==> src/rtl/sample_uart_streamer_if.sv <==
// Handshake bundle between the streamer, the multi-channel sampler and the UART byte port.
// DATA_W must equal NUM_CH*SAMPLE_W of the attached streamer.
interface sample_uart_streamer_if #(
    parameter int DATA_W = 24
);
    logic              sampler_start;
    logic              sampler_busy;
    logic              sampler_new_data;
    logic [DATA_W-1:0] sampler_data;
    logic [7:0]        tx_byte;
    logic              tx_en;
    logic              tx_ready;

    modport master (
        output sampler_start,
        output tx_byte,
        output tx_en,
        input  sampler_busy,
        input  sampler_new_data,
        input  sampler_data,
        input  tx_ready
    );

    modport slave (
        input  sampler_start,
        input  tx_byte,
        input  tx_en,
        output sampler_busy,
        output sampler_new_data,
        output sampler_data,
        output tx_ready
    );
endinterface

==> src/rtl/sample_uart_streamer.sv <==
// Periodically triggers the N-channel sampler and streams each latched sample word as a framed UART record.
// Defining STREAMER_CHECKSUM_EN appends an XOR checksum byte to every frame.
module sample_uart_streamer #(
    parameter int         NUM_CH    = 2,
    parameter int         SAMPLE_W  = 12,
    parameter int         PERIOD    = 65000,
    parameter logic [7:0] SYNC_BYTE = 8'hAA
) (
    input  logic                   clk100,
    input  logic                   rst,
    input  logic                   enable_i,
    sample_uart_streamer_if.master bus,
    output logic                   busy_o,
    output logic                   overrun_o,
    output logic [15:0]            frame_count_o
);
    localparam int DATA_W = NUM_CH * SAMPLE_W;
    localparam int CNT_W  = $clog2(PERIOD);
    localparam int IDX_W  = 4;
`ifdef STREAMER_CHECKSUM_EN
    localparam int FRAME_LEN = 2 + 2 * NUM_CH;
`else
    localparam int FRAME_LEN = 1 + 2 * NUM_CH;
`endif
    localparam logic [IDX_W-1:0] LAST_IDX = IDX_W'(FRAME_LEN - 1);
    localparam logic [CNT_W-1:0] CNT_LAST = CNT_W'(PERIOD - 1);

    localparam logic [1:0] ST_IDLE    = 2'd0;
    localparam logic [1:0] ST_REQ     = 2'd1;
    localparam logic [1:0] ST_TX_LOAD = 2'd2;
    localparam logic [1:0] ST_TX_GAP  = 2'd3;

    logic [1:0]        state_q, state_d;
    logic [CNT_W-1:0]  cnt_q, cnt_d;
    logic [IDX_W-1:0]  idx_q, idx_d;
    logic [DATA_W-1:0] data_q, data_d;
    logic              start_q, start_d;
    logic              tx_en_q, tx_en_d;
    logic [7:0]        tx_byte_q, tx_byte_d;
    logic              busy_q, busy_d;
    logic              overrun_q, overrun_d;
    logic [15:0]       frame_count_q, frame_count_d;
    logic              tick_s;
    logic [7:0]        byte_s;
    logic [7:0]        frame_s [2**IDX_W];
    logic              unused_busy_s;

    // Upper sample bits, zero-extended into one byte.
    function automatic logic [7:0] hi_f(input logic [SAMPLE_W-1:0] s);
        return 8'(s >> 8);
    endfunction

`ifdef STREAMER_CHECKSUM_EN
    // XOR of every payload byte; the sync byte is excluded.
    function automatic logic [7:0] csum_f(input logic [DATA_W-1:0] d);
        logic [7:0] c;
        c = 8'h00;
        for (int k = 0; k < NUM_CH; k++) begin
            c = c ^ hi_f(d[k*SAMPLE_W +: SAMPLE_W]) ^ d[k*SAMPLE_W +: 8];
        end
        return c;
    endfunction
`endif

    assign unused_busy_s = bus.sampler_busy;
    assign tick_s        = enable_i && (cnt_q == CNT_LAST);

    // Frame byte table built from the latched sample word.
    always_comb begin
        for (int i = 0; i < 2**IDX_W; i++) begin
            frame_s[i] = 8'h00;
        end
        frame_s[0] = SYNC_BYTE;
        for (int k = 0; k < NUM_CH; k++) begin
            frame_s[1 + 2*k] = hi_f(data_q[k*SAMPLE_W +: SAMPLE_W]);
            frame_s[2 + 2*k] = data_q[k*SAMPLE_W +: 8];
        end
`ifdef STREAMER_CHECKSUM_EN
        frame_s[1 + 2*NUM_CH] = csum_f(data_q);
`endif
        byte_s = frame_s[idx_q];
    end

    // Period counter and sticky overrun flag; both cleared while disabled.
    always_comb begin
        cnt_d     = '0;
        overrun_d = 1'b0;
        if (enable_i) begin
            cnt_d     = (cnt_q == CNT_LAST) ? '0 : cnt_q + CNT_W'(1);
            overrun_d = overrun_q | (tick_s && (state_q != ST_IDLE));
        end else begin
            cnt_d     = '0;
            overrun_d = 1'b0;
        end
    end

    // Frame sequencer; a tick outside IDLE is dropped so the running frame always completes.
    always_comb begin
        state_d       = state_q;
        idx_d         = idx_q;
        data_d        = data_q;
        start_d       = 1'b0;
        tx_en_d       = 1'b0;
        tx_byte_d     = tx_byte_q;
        frame_count_d = frame_count_q;
        case (state_q)
            ST_IDLE: begin
                if (tick_s) begin
                    state_d = ST_REQ;
                    start_d = 1'b1;
                end else begin
                    state_d = ST_IDLE;
                end
            end
            ST_REQ: begin
                if (bus.sampler_new_data) begin
                    data_d  = bus.sampler_data;
                    idx_d   = '0;
                    state_d = ST_TX_LOAD;
                end else begin
                    start_d = 1'b1;
                end
            end
            ST_TX_LOAD: begin
                if (bus.tx_ready) begin
                    tx_byte_d = byte_s;
                    tx_en_d   = 1'b1;
                    state_d   = ST_TX_GAP;
                end else begin
                    state_d = ST_TX_LOAD;
                end
            end
            ST_TX_GAP: begin
                if (idx_q == LAST_IDX) begin
                    frame_count_d = frame_count_q + 16'd1;
                    state_d       = ST_IDLE;
                end else begin
                    idx_d   = idx_q + 4'd1;
                    state_d = ST_TX_LOAD;
                end
            end
            default: begin
                state_d = ST_IDLE;
            end
        endcase
        busy_d = (state_d != ST_IDLE);
    end

    // State and output registers; reset aborts any frame without a stray strobe.
    always_ff @(posedge clk100 or negedge rst) begin
        if (!rst) begin
            state_q       <= ST_IDLE;
            cnt_q         <= '0;
            idx_q         <= '0;
            data_q        <= '0;
            start_q       <= 1'b0;
            tx_en_q       <= 1'b0;
            tx_byte_q     <= 8'h00;
            busy_q        <= 1'b0;
            overrun_q     <= 1'b0;
            frame_count_q <= 16'h0000;
        end else begin
            state_q       <= state_d;
            cnt_q         <= cnt_d;
            idx_q         <= idx_d;
            data_q        <= data_d;
            start_q       <= start_d;
            tx_en_q       <= tx_en_d;
            tx_byte_q     <= tx_byte_d;
            busy_q        <= busy_d;
            overrun_q     <= overrun_d;
            frame_count_q <= frame_count_d;
        end
    end

    assign bus.sampler_start = start_q;
    assign bus.tx_en         = tx_en_q;
    assign bus.tx_byte       = tx_byte_q;
    assign busy_o            = busy_q;
    assign overrun_o         = overrun_q;
    assign frame_count_o     = frame_count_q;
endmodule
==> src/flat_wrapper.sv <==
// flat-port wrapper written by rule: the top's interface ports become plain ports
module sample_uart_streamer_flat 
#(
    parameter int         NUM_CH    = 2,
    parameter int         SAMPLE_W  = 12,
    parameter int         PERIOD    = 65000,
    parameter logic [7:0] SYNC_BYTE = 8'hAA
)
  (clk100, rst, enable_i, busy_o, overrun_o, frame_count_o, bus_sampler_start, bus_tx_byte, bus_tx_en, bus_sampler_busy, bus_sampler_new_data, bus_sampler_data, bus_tx_ready);
  sample_uart_streamer_if bus_i ();
  input  logic clk100;
  input  logic rst;
  input  logic enable_i;
  output logic busy_o;
  output logic overrun_o;
  output logic [15:0] frame_count_o;
  output wire logic [$bits(bus_i.sampler_start)-1:0] bus_sampler_start;
  output wire logic [$bits(bus_i.tx_byte)-1:0] bus_tx_byte;
  output wire logic [$bits(bus_i.tx_en)-1:0] bus_tx_en;
  input wire logic [$bits(bus_i.sampler_busy)-1:0] bus_sampler_busy;
  input wire logic [$bits(bus_i.sampler_new_data)-1:0] bus_sampler_new_data;
  input wire logic [$bits(bus_i.sampler_data)-1:0] bus_sampler_data;
  input wire logic [$bits(bus_i.tx_ready)-1:0] bus_tx_ready;
  assign bus_sampler_start = bus_i.sampler_start;
  assign bus_tx_byte = bus_i.tx_byte;
  assign bus_tx_en = bus_i.tx_en;
  assign bus_i.sampler_busy = bus_sampler_busy;
  assign bus_i.sampler_new_data = bus_sampler_new_data;
  assign bus_i.sampler_data = bus_sampler_data;
  assign bus_i.tx_ready = bus_tx_ready;
  sample_uart_streamer #(.NUM_CH(NUM_CH), .SAMPLE_W(SAMPLE_W), .PERIOD(PERIOD), .SYNC_BYTE(SYNC_BYTE)) u_core (.clk100(clk100), .rst(rst), .enable_i(enable_i), .bus(bus_i), .busy_o(busy_o), .overrun_o(overrun_o), .frame_count_o(frame_count_o));
endmodule
==> config.mk <==
export PLATFORM = sky130hd
export DESIGN_NAME = sample_uart_streamer_flat
export DESIGN_NICKNAME = d
export VERILOG_FILES = /design/src/rtl/sample_uart_streamer_if.sv /design/src/rtl/sample_uart_streamer.sv /design/src/flat_wrapper.sv
export SDC_FILE = /design/constraint.sdc
export NUM_CORES = 1
export LEC_CHECK = 0
export ABC_AREA = 1
export BUFFER_PORTS_ARGS = -buffer_cell sky130_fd_sc_hd__buf_2
export CAP_MARGIN = 20
export CELL_PAD_IN_SITES_DETAIL_PLACEMENT = 1
export CELL_PAD_IN_SITES_GLOBAL_PLACEMENT = 2
export CORE_ASPECT_RATIO = 1.25
export CORE_UTILIZATION = 37
export CTS_CLUSTER_SIZE = 24
export DETAILED_ROUTE_END_ITERATION = 8
export HOLD_SLACK_MARGIN = 0.1
export PLACE_DENSITY = 0.85
export SKIP_LAST_GASP = 1
export SYNTH_ARGS = -nofsm -noshare
export SYNTH_HDL_FRONTEND = slang
export SYNTH_SLANG_ARGS = --single-unit
==> constraint.sdc <==
create_clock -name clk100 -period 3 [get_ports clk100]
set_input_delay 0.3 -clock clk100 [delete_from_list [all_inputs] [get_ports clk100]]
set_output_delay 0.3 -clock clk100 [all_outputs]
set_load 0.05 [all_outputs]
# --- Word level (Yosys, flattened, before mapping) ---
# Cells that the tools add are included.
classes:
  n_addsub: 3
  eq_ne: 7
  n_reduce_logical: 10
  muxes: 19
  order_cmp: 1
  bitwise_logic: 2
ops:
  columns: ["op", "n"]
  rows:
  - ["$add A16 B1 Y16 const B", 2]
  - ["$bmux W8 S4", 1]
  - ["$mux W16", 2]
  - ["$eq A16 B16 Y1 const B", 1]
  - ["$mux W8", 2]
  - ["$mux W4", 2]
  - ["$pmux W2 S4", 1]
  - ["$pmux W4 S2", 1]
  - ["$mux W1", 7]
  - ["$reduce_and A2 Y1", 3]
  - ["$reduce_bool A2 Y1", 3]
  - ["$ge A5 B5 Y1 const B", 1]
  - ["$not A4 Y5", 1]
  - ["$add A4 B1 Y4 const B", 1]
  - ["$eq A2 B2 Y1 const B", 2]
  - ["$eq A4 B3 Y1 const B", 1]
  - ["$mux W2", 2]
  - ["$ne A2 B2 Y1 const B", 2]
  - ["$reduce_and A3 Y1", 1]
  - ["$eq A2 B1 Y1 const B", 1]
  - ["$logic_and A1 B1 Y1", 2]
  - ["$logic_not A2 Y1", 1]
  - ["$pmux W1 S2", 1]
  - ["$or A1 B1 Y1", 1]
totals:
  input_bits: 30
  regBits: 74

# --- Longest topological paths before layout ---
logic_depth:
  depth_word: 5
  mapped_depth: 11
  depth_no_buf: 10

# --- Least setup slack after synthesis ---
# OpenSTA, ideal clock, no wires.
synth_path:
  path_kind: "flip-flop to flip-flop"
  from: "reg u_core.frame_count_q[0] (netlist: u_core.frame_count_o[0])"
  to: "reg u_core.frame_count_q[12] (netlist: u_core.frame_count_o[12])"
  slack_ps: 1346
  path_stages_with_launch: 9
  t_arrival_ps: 1540
  n_path_buf: 0
  path_cell_list: "dfrtp_1 -> ha_1 -> inv_1 -> nor2_1 -> nand2_1 -> nor2_2 -> nand3_1 -> nand2_1 -> inv_1"
synth_between:
  elab_chain_len: 1
synth_rtl:
  columns: ["element", "line_no", "text"]
  rows:
  - ["from (decl)", "sample_uart_streamer.sv:42", "logic [15:0] frame_count_q, frame_count_d;"]
  - ["from (signal assigned)", "sample_uart_streamer.sv:172", "frame_count_q <= frame_count_d;"]
  - ["$add A16 B1 Y16", "sample_uart_streamer.sv:135", "frame_count_d = frame_count_q + 16'd1;"]
# Every way passes these cells.
# A chain may end at the register's enable or synchronous reset.

# --- Final worst setup path ---
layout_path:
  from: "reg u_core.idx_q[1]"
  to: "reg u_core.frame_count_q[12] (netlist: u_core.frame_count_o[12])"
layout_between:
  elab_chain_len: 2
layout_rtl:
  columns: ["element", "line_no", "text"]
  rows:
  - ["from (decl)", "sample_uart_streamer.sv:35", "logic [IDX_W-1:0] idx_q, idx_d;"]
  - ["from (signal assigned)", "sample_uart_streamer.sv:165", "idx_q <= idx_d;"]
  - ["$eq A4 B3 Y1", "sample_uart_streamer.sv:134", "if (idx_q == LAST_IDX) begin"]
  - ["$reduce_and A2 Y1 (no source line)", null, null]
# Every way passes these cells.

==> impl_metrics.env <==
export IMPL_outcome="completed"
export IMPL_start_util_pct=38.5
export IMPL_r2r_setup_slack_ps=910
export IMPL_synth_top_family_by_area="simple AND/OR/NAND/NOR gates"
export IMPL_cp_slowest_cell="dfrtp_1"
export IMPL_clk_latency_ps=330
export IMPL_netlist_instances=430
export IMPL_critPathArrivalTime_ps=2310
export IMPL_pin_count=58
export IMPL_leakagePower_nw=2.30
export IMPL_final_area_um2=4440
export IMPL_drt_iter0_markers=84
export IMPL_cts_buffers=9
export IMPL_final_common_cell="nand2_1"
export IMPL_clkPwrFrac_pct=50.8
export IMPL_switchingPower_mw=0.445
export IMPL_grtUsageTotal_pct=19.3
export IMPL_yosys_register_bits=74
export IMPL_setup_worst_path_class="reg2reg"
export IMPL_ant_nets=0
export IMPL_relSlewSlack_pct=36.0
export IMPL_synth_simple_area_share_pct=26.4
export IMPL_r2r_end="u_core.frame_count_o[12]$_DFFE_PN0P_"
export IMPL_final_cell_mix="121 x nand2_1, 74 x dfrtp_1, 56 x nor2_1"
export IMPL_dr_total_vias=3035
export IMPL_overflow=0
export IMPL_htreeDepth=3
export IMPL_p_per_area_nw_per_um2=484
export IMPL_diodes=0
export IMPL_p_comb_share_pct=2.5
export IMPL_port_buffers=56
export IMPL_cts_root_buf="clkbuf_16"
export IMPL_drive_above_1_share_pct=22.6
export IMPL_setup_viol=0
export IMPL_fmax_mhz=479
export IMPL_post_cts_setup_buffer_count=0
export IMPL_synth_top_cell_by_area="dfrtp_1"
export IMPL_grt_setup_unrepaired="false"
export IMPL_drt_wl_total_um=9200
export IMPL_yosysSeqAreaShare_pct=49.5
export IMPL_cts_tree="done"
export IMPL_antenna_found_initial=0
export IMPL_synth_xor_area_share_pct=2.58
export IMPL_path_max_fanout=12
export IMPL_routed_via_density=4.88
export IMPL_finalHoldWorstSlack_ps=77.2
export IMPL_slew_viol_final=0
export IMPL_area_growth_pct=18.7
export IMPL_hp_class="in2async"
export IMPL_path_cells="inv_1 -> ha_1 -> nand3_4 -> nor2_4 -> inv_1 -> nor2_2 -> nand3_1 -> nand2_1 -> inv_1"
export IMPL_r2r_cells=9
export IMPL_ctsResizeCount=0
export IMPL_internal_power_mw=1.70
export IMPL_gp_congestion=0.763
export IMPL_p_sw_share_pct=20.7
export IMPL_skew_ps=5.21
export IMPL_grt_pass1_vias=3264
export IMPL_die_w_um=91.9
export IMPL_synth_compound_area_share_pct=5.08
export IMPL_placed_area_um2=4140
export IMPL_avgSynthCellArea_um2=8.70
export IMPL_crit_family="simple AND/OR/NAND/NOR gates"
export IMPL_synthMuxAreaShare_pct=8.73
export IMPL_yosysUniqueCellTypes=35
export IMPL_grt_pass1_wl_um=15700
export IMPL_dieArea_um2=10500
export IMPL_fp_dieH_um=114
export IMPL_wl_per_cell_um=14.8
export IMPL_hpwl_um=6890
export IMPL_ir_worst_vdd_mv=0.256
export IMPL_finalHoldViolCount=0
export IMPL_nets=526
export IMPL_cpPeakStageDelay_ps=490
export IMPL_cts_sinks=74
export IMPL_min_period_ps=2090
export IMPL_cp_data_required_time_ps=3220
export IMPL_ys_warn_count=0
export IMPL_period_share_pct=69.6
export IMPL_clkTransAtPathRegs_ps=60
export IMPL_crit_buf_inv=3
export IMPL_num_rows=40
export IMPL_core_area_um2=9710
export IMPL_ctsHoldBuffers=0
export IMPL_startpoint_type="flop"
export IMPL_seq_power_share_pct=46.7
export IMPL_drv_cap=0
export IMPL_endpoint_kind="flop"
export IMPL_clk_path_buf_depth=2
export IMPL_synth_top_cell_area_share_pct=49.5
export IMPL_cpMostUsedCell="inv_1"
export IMPL_r2r_start="u_core.idx_q[1]$_DFFE_PN0P_"
export IMPL_synth_area_um2=3740
export IMPL_finalSetupTns_ps=0
export IMPL_drc=0
export IMPL_synth_adder_area_share_pct=1.34
export IMPL_synth_nets=464
export IMPL_grt_max_degree=75
export IMPL_firstDrtPassIters=4
export IMPL_worst_slew_pin_slew_ps=960
export IMPL_synthTopCellsByArea="dfrtp_1 49%, nand2_1 12%, mux2_4 7.2%, nor2_1 5.6%, inv_1 4.7%"
stage by stage:
step | setup WS (ps) | util (%) | power [mW] | cells
floorplan | 1350 | - | 1.03 | 430
finish | 913 | 45.7 | 2.15 | 622
global route | 697 | 45.7 | 2.23 | 622
detailed placement | 874 | 42.6 | 1.08 | 607
global placement | 945 | 42.6 | 1.08 | 607
CTS | 868 | 45.7 | 2.18 | 622
cells by family (layout without fill, tap and decap cells):
group	after synthesis	after routing
AO/OA/AOI/OAI	33	33
XOR/XNOR	11	11
adder cells (fa/ha/maj)	4	4
buffers and inverters	56	122
flip-flops	74	74
multiplexers	23	23
AND/OR/NAND/NOR	229	229
power groups by stage:
stage | registers (mW) | logic (mW) | clock network (mW)
floorplan | 1.02 | 0.0108 | 0
global placement | 1.02 | 0.0538 | 0
detailed placement | 1.02 | 0.0561 | 0
CTS | 1.00 | 0.0567 | 1.11
global route | 1.00 | 0.0625 | 1.16
finish | 1.00 | 0.0535 | 1.09
cell type report:
| type | instances | area (um^2) |
|---|---|---|
| clock buffer | 11 | 253 |
| clock inverter | 4 | 51.3 |
| fill | 1189 | 5270 |
| inverter | 50 | 188 |
| multi-input combinational | 300 | 1650 |
| sequential | 74 | 1850 |
| tap | 126 | 158 |
| timing repair buffer | 57 | 290 |
synthesized netlist by cell type, drive strengths merged:
library cell and number:
clkinv 1, nand2 125, dfrtp 74, xor2 9, nand3b 2, nand4 5, o22ai 2, o21ai 20
a21oi 6, o211ai 2, nor2 63, nor3b 1, o21bai 1, ha 4, a22o 2, xnor2 2
buf 6, nor3 7, mux2 23, and2 1, inv 49, nand3 25
state kept, by name (all words and copies together), names as in the netlist:
signal / flops
u_core.bus.sampler_start: 1
u_core.bus.tx_byte: 8
u_core.bus.tx_en: 1
u_core.busy_o: 1
u_core.cnt_q: 16
u_core.data_q: 24
u_core.frame_count_o: 16
u_core.idx_q: 4
u_core.overrun_o: 1
u_core.state_q: 2
per-layer routing:
metal | GRT usage [%] | up-vias | share of wire (%)
met5 | 0 | - | 0
met4 | 6.88 | 0 | 2.0
met3 | 3.92 | 14 | 2.7
met2 | 35.1 | 53 | 52
met1 | 22.4 | 1481 | 43
li1 | - | 1487 | -
worst max path at each step:
stage	start	endpoint	depth (start not counted)
2_1_floorplan	u_core.frame_count_o[0]$_DFFE_PN0P_	u_core.frame_count_o[12]$_DFFE_PN0P_	8
3_3_place_gp	u_core.idx_q[1]$_DFFE_PN0P_	u_core.frame_count_o[12]$_DFFE_PN0P_	9
3_5_place_dp	u_core.idx_q[1]$_DFFE_PN0P_	u_core.frame_count_o[12]$_DFFE_PN0P_	9
4_1_cts	u_core.idx_q[1]$_DFFE_PN0P_	u_core.frame_count_o[12]$_DFFE_PN0P_	9
5_1_grt	u_core.idx_q[1]$_DFFE_PN0P_	u_core.frame_count_o[12]$_DFFE_PN0P_	9
6_report	u_core.idx_q[1]$_DFFE_PN0P_	u_core.frame_count_o[12]$_DFFE_PN0P_	9
worst register-to-register path, cell delays in order, from the launching register on:
cell and delay, ps:
dfrtp_1 490, inv_1 230, ha_1 240, nand3_4 110, nor2_4 310, inv_1 230
nor2_2 200, nand3_1 90, nand2_1 70, inv_1 30
(Power assumes the default switching activity.)
